**config.mk**
```make
export PLATFORM = sky130hd
export DESIGN_NAME = booth_seq_mul
export DESIGN_NICKNAME = d
export VERILOG_FILES = /design/src/rtl/booth_pkg.sv /design/src/rtl/booth_step.sv /design/src/rtl/booth_seq_mul.sv
export SDC_FILE = /design/constraint.sdc
export NUM_CORES = 1
export LEC_CHECK = 0
export CAP_MARGIN = 40
export CORE_AREA = 2 2 58 60
export DETAILED_ROUTE_END_ITERATION = 7
export DIE_AREA = 0 0 60 62
export PLACE_DENSITY_LB_ADDON = 0.12
export SKIP_CTS_REPAIR_TIMING = 1
export SKIP_LAST_GASP = 1
export SLEW_MARGIN = 20
export SYNTH_ARGS = -nofsm -noshare
export SYNTH_HDL_FRONTEND = slang
export SYNTH_SLANG_ARGS = --single-unit
```
**constraint.sdc**
```tcl
create_clock -name clk -period 6.55 [get_ports clk]
set_input_delay 0.9825 -clock clk [delete_from_list [all_inputs] [get_ports clk]]
set_output_delay 0.9825 -clock clk [all_outputs]
set_load 0.05 [all_outputs]
```
**src/rtl/booth_pkg.sv**
```systemverilog
`default_nettype none
// +----------------------------------------------------------------------+
// | booth_pkg                                                            |
// | Shared types and helpers for the sequential radix-2 Booth multiplier |
// | Optional feature macro: BOOTH_UNSIGNED_EN                            |
// | Revision: 1.0                                                        |
// +----------------------------------------------------------------------+
package booth_pkg;

  localparam int CNT_W = 6;

  typedef enum logic [1:0] {
    ST_IDLE = 2'd0,
    ST_RUN  = 2'd1,
    ST_DONE = 2'd2
  } state_e;

  typedef enum logic [1:0] {
    OP_NOP = 2'd0,
    OP_ADD = 2'd1,
    OP_SUB = 2'd2
  } booth_op_e;

  // Internal core width: one extra bit lets unsigned operands ride the signed core.
  function automatic int booth_n(input int width);
`ifdef BOOTH_UNSIGNED_EN
    return width + 1;
`else
    return width;
`endif
  endfunction

  function automatic booth_op_e booth_decode(input logic q0, input logic q_m1);
    case ({q0, q_m1})
      2'b01:   return OP_ADD;
      2'b10:   return OP_SUB;
      default: return OP_NOP;
    endcase
  endfunction

endpackage : booth_pkg
`default_nettype wire

```
**src/rtl/booth_step.sv**
```systemverilog
`default_nettype none
// +----------------------------------------------------------------------+
// | booth_step                                                           |
// | One Booth iteration: conditional add/sub of M then arithmetic shift  |
// | Optional feature macro: BOOTH_UNSIGNED_EN (not used here)            |
// | Revision: 1.0                                                        |
// +----------------------------------------------------------------------+
module booth_step
  import booth_pkg::*;
#(
  parameter int N = 6
) (
  input  logic [2*N+1:0] p_in,   // {A[N:0], Q[N-1:0], q_m1}
  input  logic [N:0]     m,
  output logic [2*N+1:0] p_out
);

  logic [N:0]   w_acc;
  logic [N:0]   w_sum;
  logic [N-1:0] w_q;
  booth_op_e    w_op;

  assign w_acc = p_in[2*N+1:N+1];
  assign w_q   = p_in[N:1];
  assign w_op  = booth_decode(p_in[1], p_in[0]);

  always_comb begin
    w_sum = w_acc;
    case (w_op)
      OP_ADD:  w_sum = w_acc + m;
      OP_SUB:  w_sum = w_acc - m;
      default: w_sum = w_acc;
    endcase
  end

  // Shifting {sum, Q, q_m1} right by one drops the old q_m1; Q[0] becomes the new one.
  assign p_out = {w_sum[N], w_sum, w_q};

endmodule : booth_step
`default_nettype wire

```
**src/rtl/booth_seq_mul.sv**
```systemverilog
`default_nettype none
// +----------------------------------------------------------------------+
// | booth_seq_mul                                                        |
// | Iterative radix-2 Booth multiplier with valid/ready in and out       |
// | Optional feature macro: BOOTH_UNSIGNED_EN (adds in_sgn, N=WIDTH+1)   |
// | Revision: 1.0                                                        |
// +----------------------------------------------------------------------+
module booth_seq_mul
  import booth_pkg::*;
#(
  parameter int WIDTH = 6
) (
  input  logic               clk,
  input  logic               rst,
  input  logic               in_valid,
  output logic               in_ready,
  input  logic [WIDTH-1:0]   in_a,
  input  logic [WIDTH-1:0]   in_b,
`ifdef BOOTH_UNSIGNED_EN
  input  logic               in_sgn,
`endif
  output logic               out_valid,
  input  logic               out_ready,
  output logic [2*WIDTH-1:0] out_p
);

  localparam int N  = booth_n(WIDTH);
  localparam int PW = 2*N + 2;
  localparam logic [CNT_W-1:0] LAST_STEP = CNT_W'(N - 1);

  state_e           state_q, state_d;
  logic [CNT_W-1:0] cnt_q, cnt_d;
  logic [PW-1:0]    p_q, p_d;
  logic [N:0]       m_q, m_d;

  logic [N-1:0]     w_a_ext;
  logic [N-1:0]     w_b_ext;
  logic [PW-1:0]    w_step;

`ifdef BOOTH_UNSIGNED_EN
  assign w_a_ext = {in_sgn & in_a[WIDTH-1], in_a};
  assign w_b_ext = {in_sgn & in_b[WIDTH-1], in_b};
`else
  assign w_a_ext = in_a;
  assign w_b_ext = in_b;
`endif

  booth_step #(
    .N (N)
  ) u_step (
    .p_in  (p_q),
    .m     (m_q),
    .p_out (w_step)
  );

  always_ff @(posedge clk or posedge rst) begin
    if (rst) begin
      state_q <= ST_IDLE;
      cnt_q   <= '0;
      p_q     <= '0;
      m_q     <= '0;
    end else begin
      state_q <= state_d;
      cnt_q   <= cnt_d;
      p_q     <= p_d;
      m_q     <= m_d;
    end
  end

  always_comb begin
    state_d = state_q;
    cnt_d   = cnt_q;
    p_d     = p_q;
    m_d     = m_q;
    case (state_q)
      ST_IDLE: begin
        if (in_valid) begin
          m_d     = {w_a_ext[N-1], w_a_ext};
          p_d     = {{(N+1){1'b0}}, w_b_ext, 1'b0};
          cnt_d   = '0;
          state_d = ST_RUN;
        end
      end
      ST_RUN: begin
        p_d   = w_step;
        cnt_d = cnt_q + 1'b1;
        if (cnt_q == LAST_STEP) begin
          state_d = ST_DONE;
        end
      end
      ST_DONE: begin
        if (out_ready) begin
          state_d = ST_IDLE;
        end
      end
      default: state_d = ST_IDLE;
    endcase
  end

  // Gating with rst keeps in_ready low for the whole reset pulse, not just after it.
  assign in_ready  = (state_q == ST_IDLE) && !rst;
  assign out_valid = (state_q == ST_DONE);
  assign out_p     = p_q[2*WIDTH:1];

endmodule : booth_seq_mul
`default_nettype wire

```
==> results of run 1 <==
## metrics by stage
step	worst slack [ns]	std cells	area, um^2	hold WS, ns
3_3_place_gp	3.21	250	1910	0.478
2_1_floorplan	3.54	194	1680	0.453
5_1_grt	3.11	256	1960	0.553
4_1_cts	3.18	256	1960	0.512
6_report	3.19	256	1960	0.514
3_5_place_dp	3.20	252	1930	0.493
## placed cells by master (no fill, tap or decap), drive strengths merged, types with 2 or more instances in the layout
master         netlist  layout
a211o                2       2
o21a                 3       3
nor3                 5       5
nand2b               2       2
mux2i                4       4
clkbuf               3       4
inv                  9       9
nand3                6       6
o31a                 2       2
o31ai                2       2
a21oi                7       7
a31oi                2       2
xnor2                4       4
nand4                2       2
buf                 16       2
nor2                13      13
clkdlybuf4s50        0      29
nor2b                5       5
ha                  10      10
o21ai               14      14
a22oi                5       5
nand2               37      37
dfrtp               27      27
## critical path: cells and delay by family
family / cells / cell delay [ns]
buf+inv: 2 / 1.25
simple gates: 1 / 0.14
## cell type report
class | instances | area (um^2)
repair buffers | 31 | 313
multi-input cells | 139 | 853
inverters | 9 | 33.8
fillers | 298 | 1220
clock buffers | 4 | 26.3
well taps | 46 | 57.6
flip-flops and latches | 27 | 676
## sequential cells by signal (all words and copies together) (netlist names)
| signal | count |
|---|---|
| cnt_q | 6 |
| p_q | 13 |
| m_q | 6 |
| state_q | 2 |
## layer usage
layer	vias up	GRT usage (%)	share of wire, %
met2	16	35.4	52
met5	-	0	0
met4	0	6.67	1.0
li1	687	-	-
met3	4	3.11	2.4
met1	662	25.6	44
## cells by family after synthesis
kind of cell / after synthesis / synth area share [%]
and+or+nand+nor: 76 / 20.7
AOI/OAI and AO/OA: 42 / 15.8
buffers and inverters: 28 / 9.21
DFF: 27 / 40.1
adders and majority gates: 11 / 8.62
xor gates and xnor gates: 5 / 2.60
muxes: 5 / 3.05
## worst min-delay path by stage
stage / start / end / slack [ns]
3_5_place_dp: cnt_q[5] / cnt_q[5] / 0.49
3_3_place_gp: cnt_q[5] / cnt_q[5] / 0.48
4_1_cts: cnt_q[5] / cnt_q[5] / 0.51
5_1_grt: cnt_q[5] / cnt_q[5] / 0.55
2_1_floorplan: cnt_q[5] / cnt_q[5] / 0.45
6_report: cnt_q[5] / cnt_q[5] / 0.51
==> flow_summary.json, run 1 <==
{
  "outcome": "complete, no violations",
  "synth_fp_nets": 221,
  "hp-class": "reg2reg",
  "antennaDiodeCount": 0,
  "crit_path_start_kind": "primary input",
  "cts_tree": "built",
  "rr_worst_depth": 9,
  "yosysTopAreaCellShare_pct": 40.1,
  "critPathMostFrequentCell": "clkdlybuf4s50_1",
  "cp-end-kind": "output port",
  "rrSetupSlack_ns": 4.04,
  "final_util_pct": 61.6,
  "gp_congestion": 0.835,
  "cts.sinks": 27,
  "yosys.cell_count.top_type": "nand2_1",
  "grt_pass1_wl_um": 5730,
  "endpoint": "in_ready",
  "track_usage_pct": 20.2,
  "ys_seq_area_share_pct": 40.1,
  "fp.dieH_um": 62,
  "syn_inst": 194,
  "clk_root_buffer_cell": "clkbuf_4",
  "design.core.area_um2": 3180,
  "cpPeakStageDelay_ns": 0.83,
  "synth_cell_types": 39,
  "synthTopCellsByCount": "nand2_1, dfrtp_1, o21ai_0",
  "setup_tns_ns": 0,
  "cts_max_path_buffers": 2,
  "cp_data_arrival_time_ns": 2.37,
  "synth_edf_count": 0,
  "antenna_found_initial": 0,
  "cp_slowest_cell": "clkdlybuf4s50_1",
  "syn_to_final_growth_pct": 16.3,
  "critPathLaunch": "rst",
  "drtIter0Drc": 43,
  "grt_pass1_vias": 1273,
  "synth.largest_area_cell": "dfrtp_1",
  "ys.flop_type": "dfrtp_1",
  "post-route-period-util_pct": 51.3,
  "maxCapViolations": 0,
  "die_x_um": 60,
  "finClkSkew_ns": 0.0127,
  "die-area_um2": 3720,
  "numPortBuffers": 29,
  "cp_max_fo": 2,
  "crit_chain": "clkdlybuf4s50_1 -> nor3_1 -> clkdlybuf4s50_1",
  "htreeDepth": 1,
  "finalSetupViolCount": 0,
  "grt_max_degree": 18,
  "viasPerCell": 5.35,
  "yosys_warnings": 0,
  "vias": 1369,
  "hpwl_um": 2630,
  "r2r_end": "p_q[12]",
  "grt-ovfl-total": 0,
  "clkTransAtPathRegs_ns": 0.14,
  "relSlewSlack_pct": 58.6,
  "fmax_ghz": 0.298,
  "rows": 21,
  "clk_latency_ns": 0.33,
  "drv_slew": 0,
  "hold_viol": 0,
  "initial_utilization_pct": 53.0,
  "rsz0062_at_grt": "false",
  "synth-async-reset-ratio_pct": 100,
  "fin_nets": 238,
  "tightestPinTransition_ns": 0.622,
  "syn_area_um2": 1680,
  "wl_um": 3400,
  "drc": 0,
  "cts-buffers-inserted": 3,
  "fin_crit_ns": 3.36,
  "synth_area_leaders": "dfrtp_1, nand2_1, ha_1",
  "rr_startpoint": "p_q[0]",
  "critical_path_required_ns": 5.57,
  "crit_type": "in2out",
  "ys_ff_latch": 27,
  "drive_gt1_share_pct": 4.29,
  "num_io_pins": 30,
  "avgSynthCellArea_um2": 8.68,
  "hold_depth": 1,
  "wire_per_inst_um": 13.3,
  "ant_nets": 0,
  "firstDrtPassIters": 4
}
Power of run 1 is left out: the tool's default activity adds up to more than one toggle a clock period on the data nets, which glitch-free logic cannot reach.
==> inputs of run 2 (changes only) <==
CORE_AREA = 2 2 60 62   (was 2 2 58 60)
DIE_AREA = 0 0 62 64   (was 0 0 60 62)
clock period = 3.4 ns   (was 6.55 ns; I/O delays follow)
==> run 2 against run 1 <==
Against the previous run:
- design area grew 0.64%
- via count shrank 2.3%
- cell count is the same
- critical path type is now reg2reg
- register-to-register slack lost 3.1 ns
- non-clock buffer count is the same
- global-route usage shrank 2.1 points
- hold slack lost 0.017 ns
- core utilization shrank 1.6 points
- clock skew grew 0.00094 ns
==> flow_summary.json, run 2 (same netlist as run 1, synthesis figures left out) <==
{
  "die-area_um2": 3970,
  "outcome": "complete, no violations",
  "track_usage_pct": 18.1,
  "antennaDiodeCount": 0,
  "largest_reg_flops": 13,
  "rsz0062_at_grt": "false",
  "fin_nets": 238,
  "finClkSkew_ns": 0.0137,
  "crit_path_start_kind": "flop",
  "critPathMostFrequentCell": "mux2i_1",
  "top_regs": "p_q: 13 flops, cnt_q: 6 flops, m_q: 6 flops",
  "hpwl_um": 2540,
  "grt_pass1_vias": 1275,
  "cts_max_path_buffers": 2,
  "maxCapViolations": 0,
  "gp_congestion": 0.847,
  "ant_nets": 0,
  "placed_area_um2": 1950,
  "clk_latency_ns": 0.34,
  "crit_type": "reg2reg",
  "setup_tns_ns": 0,
  "wl_um": 3260,
  "hold_viol": 0,
  "initial_utilization_pct": 51.3,
  "drtIter0Drc": 57,
  "cp_slowest_cell": "fa_1",
  "final_common_cell": "nand2_1",
  "finalSetupViolCount": 0,
  "drv_slew": 0,
  "drive_gt1_share_pct": 4.29,
  "grt_max_degree": 18,
  "finish.instance_area_um2": 1970,
  "final_cell_mix": "nand2_1, clkdlybuf4s50_1, dfrtp_1, o21ai_0, nor2_1",
  "grt-ovfl-total": 0,
  "hp-class": "reg2reg",
  "cts-buffers-inserted": 3,
  "fmax_ghz": 0.403,
  "fin_crit_ns": 2.48,
  "relSlewSlack_pct": 61.9,
  "critical_path_required_ns": 3.67,
  "regMostFlops": "p_q",
  "num_io_pins": 30,
  "fp.dieH_um": 64,
  "clkTransAtPathRegs_ns": 0.15,
  "cts_tree": "built",
  "syn_to_final_growth_pct": 17.1,
  "tightestPinTransition_ns": 0.572,
  "cp_data_arrival_time_ns": 2.76,
  "viasPerCell": 5.22,
  "grt_pass1_wl_um": 5480,
  "cp_max_fo": 7,
  "wire_per_inst_um": 12.7,
  "die_x_um": 62,
  "firstDrtPassIters": 4,
  "antenna_found_initial": 0,
  "crit_chain": "inv_1 -> ha_1 -> mux2_2 -> fa_1 -> nor2b_1 -> o31a_1 -> o22ai_1 -> mux2i_1 -> mux2i_1",
  "post-route-period-util_pct": 73.1,
  "htreeDepth": 1,
  "vias": 1337,
  "cts.sinks": 27,
  "cp-end-kind": "flop",
  "rows": 21,
  "clk_root_buffer_cell": "clkbuf_4",
  "drc": 0,
  "design.core.area_um2": 3280,
  "numPortBuffers": 29,
  "cpPeakStageDelay_ns": 0.42
}
[run 2: changes by cell type in the layout (fill, tap and decap cells not counted)]
| cell | previous run | this run |
|---|---|---|
| buf_8 | 1 | 0 |
| buf_16 | 0 | 1 |
[run 2: metal layers]
metal  vias to the layer above  GRT usage, %  part of all wire, %
li1                        686             -                    -
met1                       628          22.8                   44
met2                        18          30.3                   52
met3                         5          2.83                  2.9
met4                         0          6.38                  1.5
met5                         -             0                    0
[run 2: cell type report]
cell class                      instances  area [um^2]
Clock buffer                            4         26.3
Fill cell                             321         1310
Inverter                                9         33.8
Multi-Input combinational cell        139          853
Sequential cell                        27          676
Tap cell                               46         57.6
Timing Repair Buffer                   31          325
[run 2: critical path: cells and delay by family, from the launching register on]
family | cells | cell delay [ns]
muxes | 3 | 0.79
adders and majority gates | 2 | 0.69
DFF | 1 | 0.39
AOI/OAI and AO/OA | 2 | 0.27
and+or+nand+nor | 1 | 0.22
buffers and inverters | 1 | 0.07
[run 2: worst paths after layout]
path	from	endpoint	slack, ns	cells past startpoint
max	p_q[0]	p_q[12]	0.92	9
min	cnt_q[5]	cnt_q[5]	0.50	1
max reg2reg	p_q[0]	p_q[12]	0.92	9
min reg2reg	cnt_q[5]	cnt_q[5]	0.50	1
max in group asynchronous	rst	cnt_q[2]	2.43	3
min in group asynchronous	rst	state_q[1]	0.52	2
[run 2: through the flow]
step	cells	setup slack (ns)	hold WS (ns)	utilization [%]
finish	256	0.916	0.497	60.0
global route	256	0.733	0.541	60.0
CTS	256	0.901	0.503	60.0
detailed placement	252	0.957	0.482	59.2
global placement	251	1.00	0.477	58.4
floorplan	194	1.16	0.453	-
Power of run 2 is left out for the same reason.
==> inputs of run 3 (changes only) <==
clock period = 2.3 ns   (was 3.4 ns; I/O delays follow)
==> run 3 against run 2 <==
Against the previous run:
- setup slack lost 0.88 ns
- core utilization rose by 3.9 points
- die area is the same
- clock-buffer cell count stayed put
- cell count is 4.3% higher
- critical path depth is 1 higher
- flip-flop and latch count did not move
- wire length increased by 6.6%
- largest cell class unchanged
==> flow_summary.json, run 3 (same netlist as run 1, synthesis figures left out) <==
{
  "outcome": "complete, no violations",
  "grt-ovfl-total": 0,
  "rows": 21,
  "grt_pass1_wl_um": 5660,
  "drive_gt1_share_pct": 15.4,
  "cts_tree": "built",
  "num_io_pins": 30,
  "die-area_um2": 3970,
  "cp_max_fo": 3,
  "drc": 0,
  "cts-buffers-inserted": 3,
  "track_usage_pct": 18.4,
  "cts_max_path_buffers": 2,
  "ant_nets": 0,
  "relSlewSlack_pct": 63.5,
  "maxCapViolations": 0,
  "wl_um": 3470,
  "clkTransAtPathRegs_ns": 0.15,
  "crit_type": "reg2reg",
  "setup_tns_ns": 0,
  "crit_path_start_kind": "flop",
  "fin_crit_ns": 2.27,
  "antennaDiodeCount": 0,
  "cp_data_arrival_time_ns": 2.48,
  "dpl.cell_count": 258,
  "top_regs": "p_q: 13 flops, cnt_q: 6 flops, m_q: 6 flops",
  "largest_reg_flops": 13,
  "hpwl_um": 2550,
  "clk_root_buffer_cell": "clkbuf_4",
  "final_common_cell": "nand2_1",
  "fp.dieH_um": 64,
  "initial_utilization_pct": 51.3,
  "cts.sinks": 27,
  "hp-class": "in2async",
  "drv_slew": 0,
  "die_x_um": 62,
  "syn_to_final_growth_pct": 24.7,
  "critical_path_required_ns": 2.51,
  "antenna_found_initial": 0,
  "tightestPinTransition_ns": 0.546,
  "cp-end-kind": "flop",
  "finClkSkew_ns": 0.00847,
  "fin_nets": 249,
  "regMostFlops": "p_q",
  "rsz0062_at_grt": "true",
  "firstDrtPassIters": 5,
  "layout.area.seq_um2": 676,
  "post-route-period-util_pct": 98.5,
  "cpPeakStageDelay_ns": 0.43,
  "htreeDepth": 1,
  "design.core.area_um2": 3280,
  "cp_slowest_cell": "dfrtp_1",
  "numPortBuffers": 29,
  "wire_per_inst_um": 13.0,
  "n_fill_cell": 293,
  "crit_chain": "inv_2 -> ha_4 -> mux2_4 -> inv_2 -> ha_4 -> nor2b_4 -> o31a_1 -> o21a_1 -> nor3_1 -> o21ai_1",
  "vias": 1421,
  "hold_viol": 0,
  "finalSetupViolCount": 0,
  "drtIter0Drc": 62,
  "layout.cells.non_filler": 267,
  "fmax_ghz": 0.441,
  "viasPerCell": 5.32,
  "holdWs_ns": 0.387,
  "grt_pass1_vias": 1325,
  "grt_max_degree": 28,
  "final_cell_mix": "nand2_1, clkdlybuf4s50_1, dfrtp_1, buf_4, o21ai_0",
  "gp_congestion": 0.831,
  "multiInputGateArea_um2": 921,
  "clk_latency_ns": 0.32
}
run 3: path summary, 6_finish.rpt:
kind / to / depth (start not counted) / startpoint / slack [ns]
worst min register to register: p_q[2] / 2 / p_q[2] / 0.53
min in group clk: p_q[2] / 2 / p_q[2] / 0.53
worst max-delay path: p_q[11] / 10 / m_q[1] / 0.03
worst max register to register: p_q[11] / 10 / m_q[1] / 0.03
worst min-delay path: p_q[2] / 3 / rst / 0.39
max in group asynchronous: cnt_q[5] / 3 / rst / 1.66
run 3: critical path, delay by kind of cell, from the launching register on:
family / cells / cell delay (ns)
DFF: 1 / 0.43
adders and majority gates: 2 / 0.39
AOI/OAI and AO/OA: 3 / 0.63
muxes: 1 / 0.29
and+or+nand+nor: 2 / 0.25
buffers and inverters: 2 / 0.17
run 3: routing by layer:
layer / track usage (%) / vias to the layer above / wire [um]
li1: - / 710 / -
met1: 24.8 / 682 / 1550
met2: 30.7 / 27 / 1780
met3: 2.63 / 2 / 126
met4: 3.99 / 0 / 19
met5: 0 / - / 0
run 3: stage by stage:
stage | util [%] | cell area [um^2] | setup slack [ns]
6_report | 63.9 | 2100 | 0.0348
5_1_grt | 63.9 | 2100 | -0.0662
4_1_cts | 60.7 | 1990 | -0.0804
3_5_place_dp | 59.9 | 1970 | -0.0257
3_3_place_gp | 59.9 | 1970 | 0.0420
2_1_floorplan | - | 1680 | 0.0557
run 3: cell type report:
type	instances	share of cell area (%)
Timing Repair Buffer	42	18.4
Sequential cell	27	32.2
Clock buffer	4	1.25
Multi-Input combinational cell	139	43.9
Tap cell	46	2.74
Inverter	9	1.61
Power of run 3 is left out for the same reason.
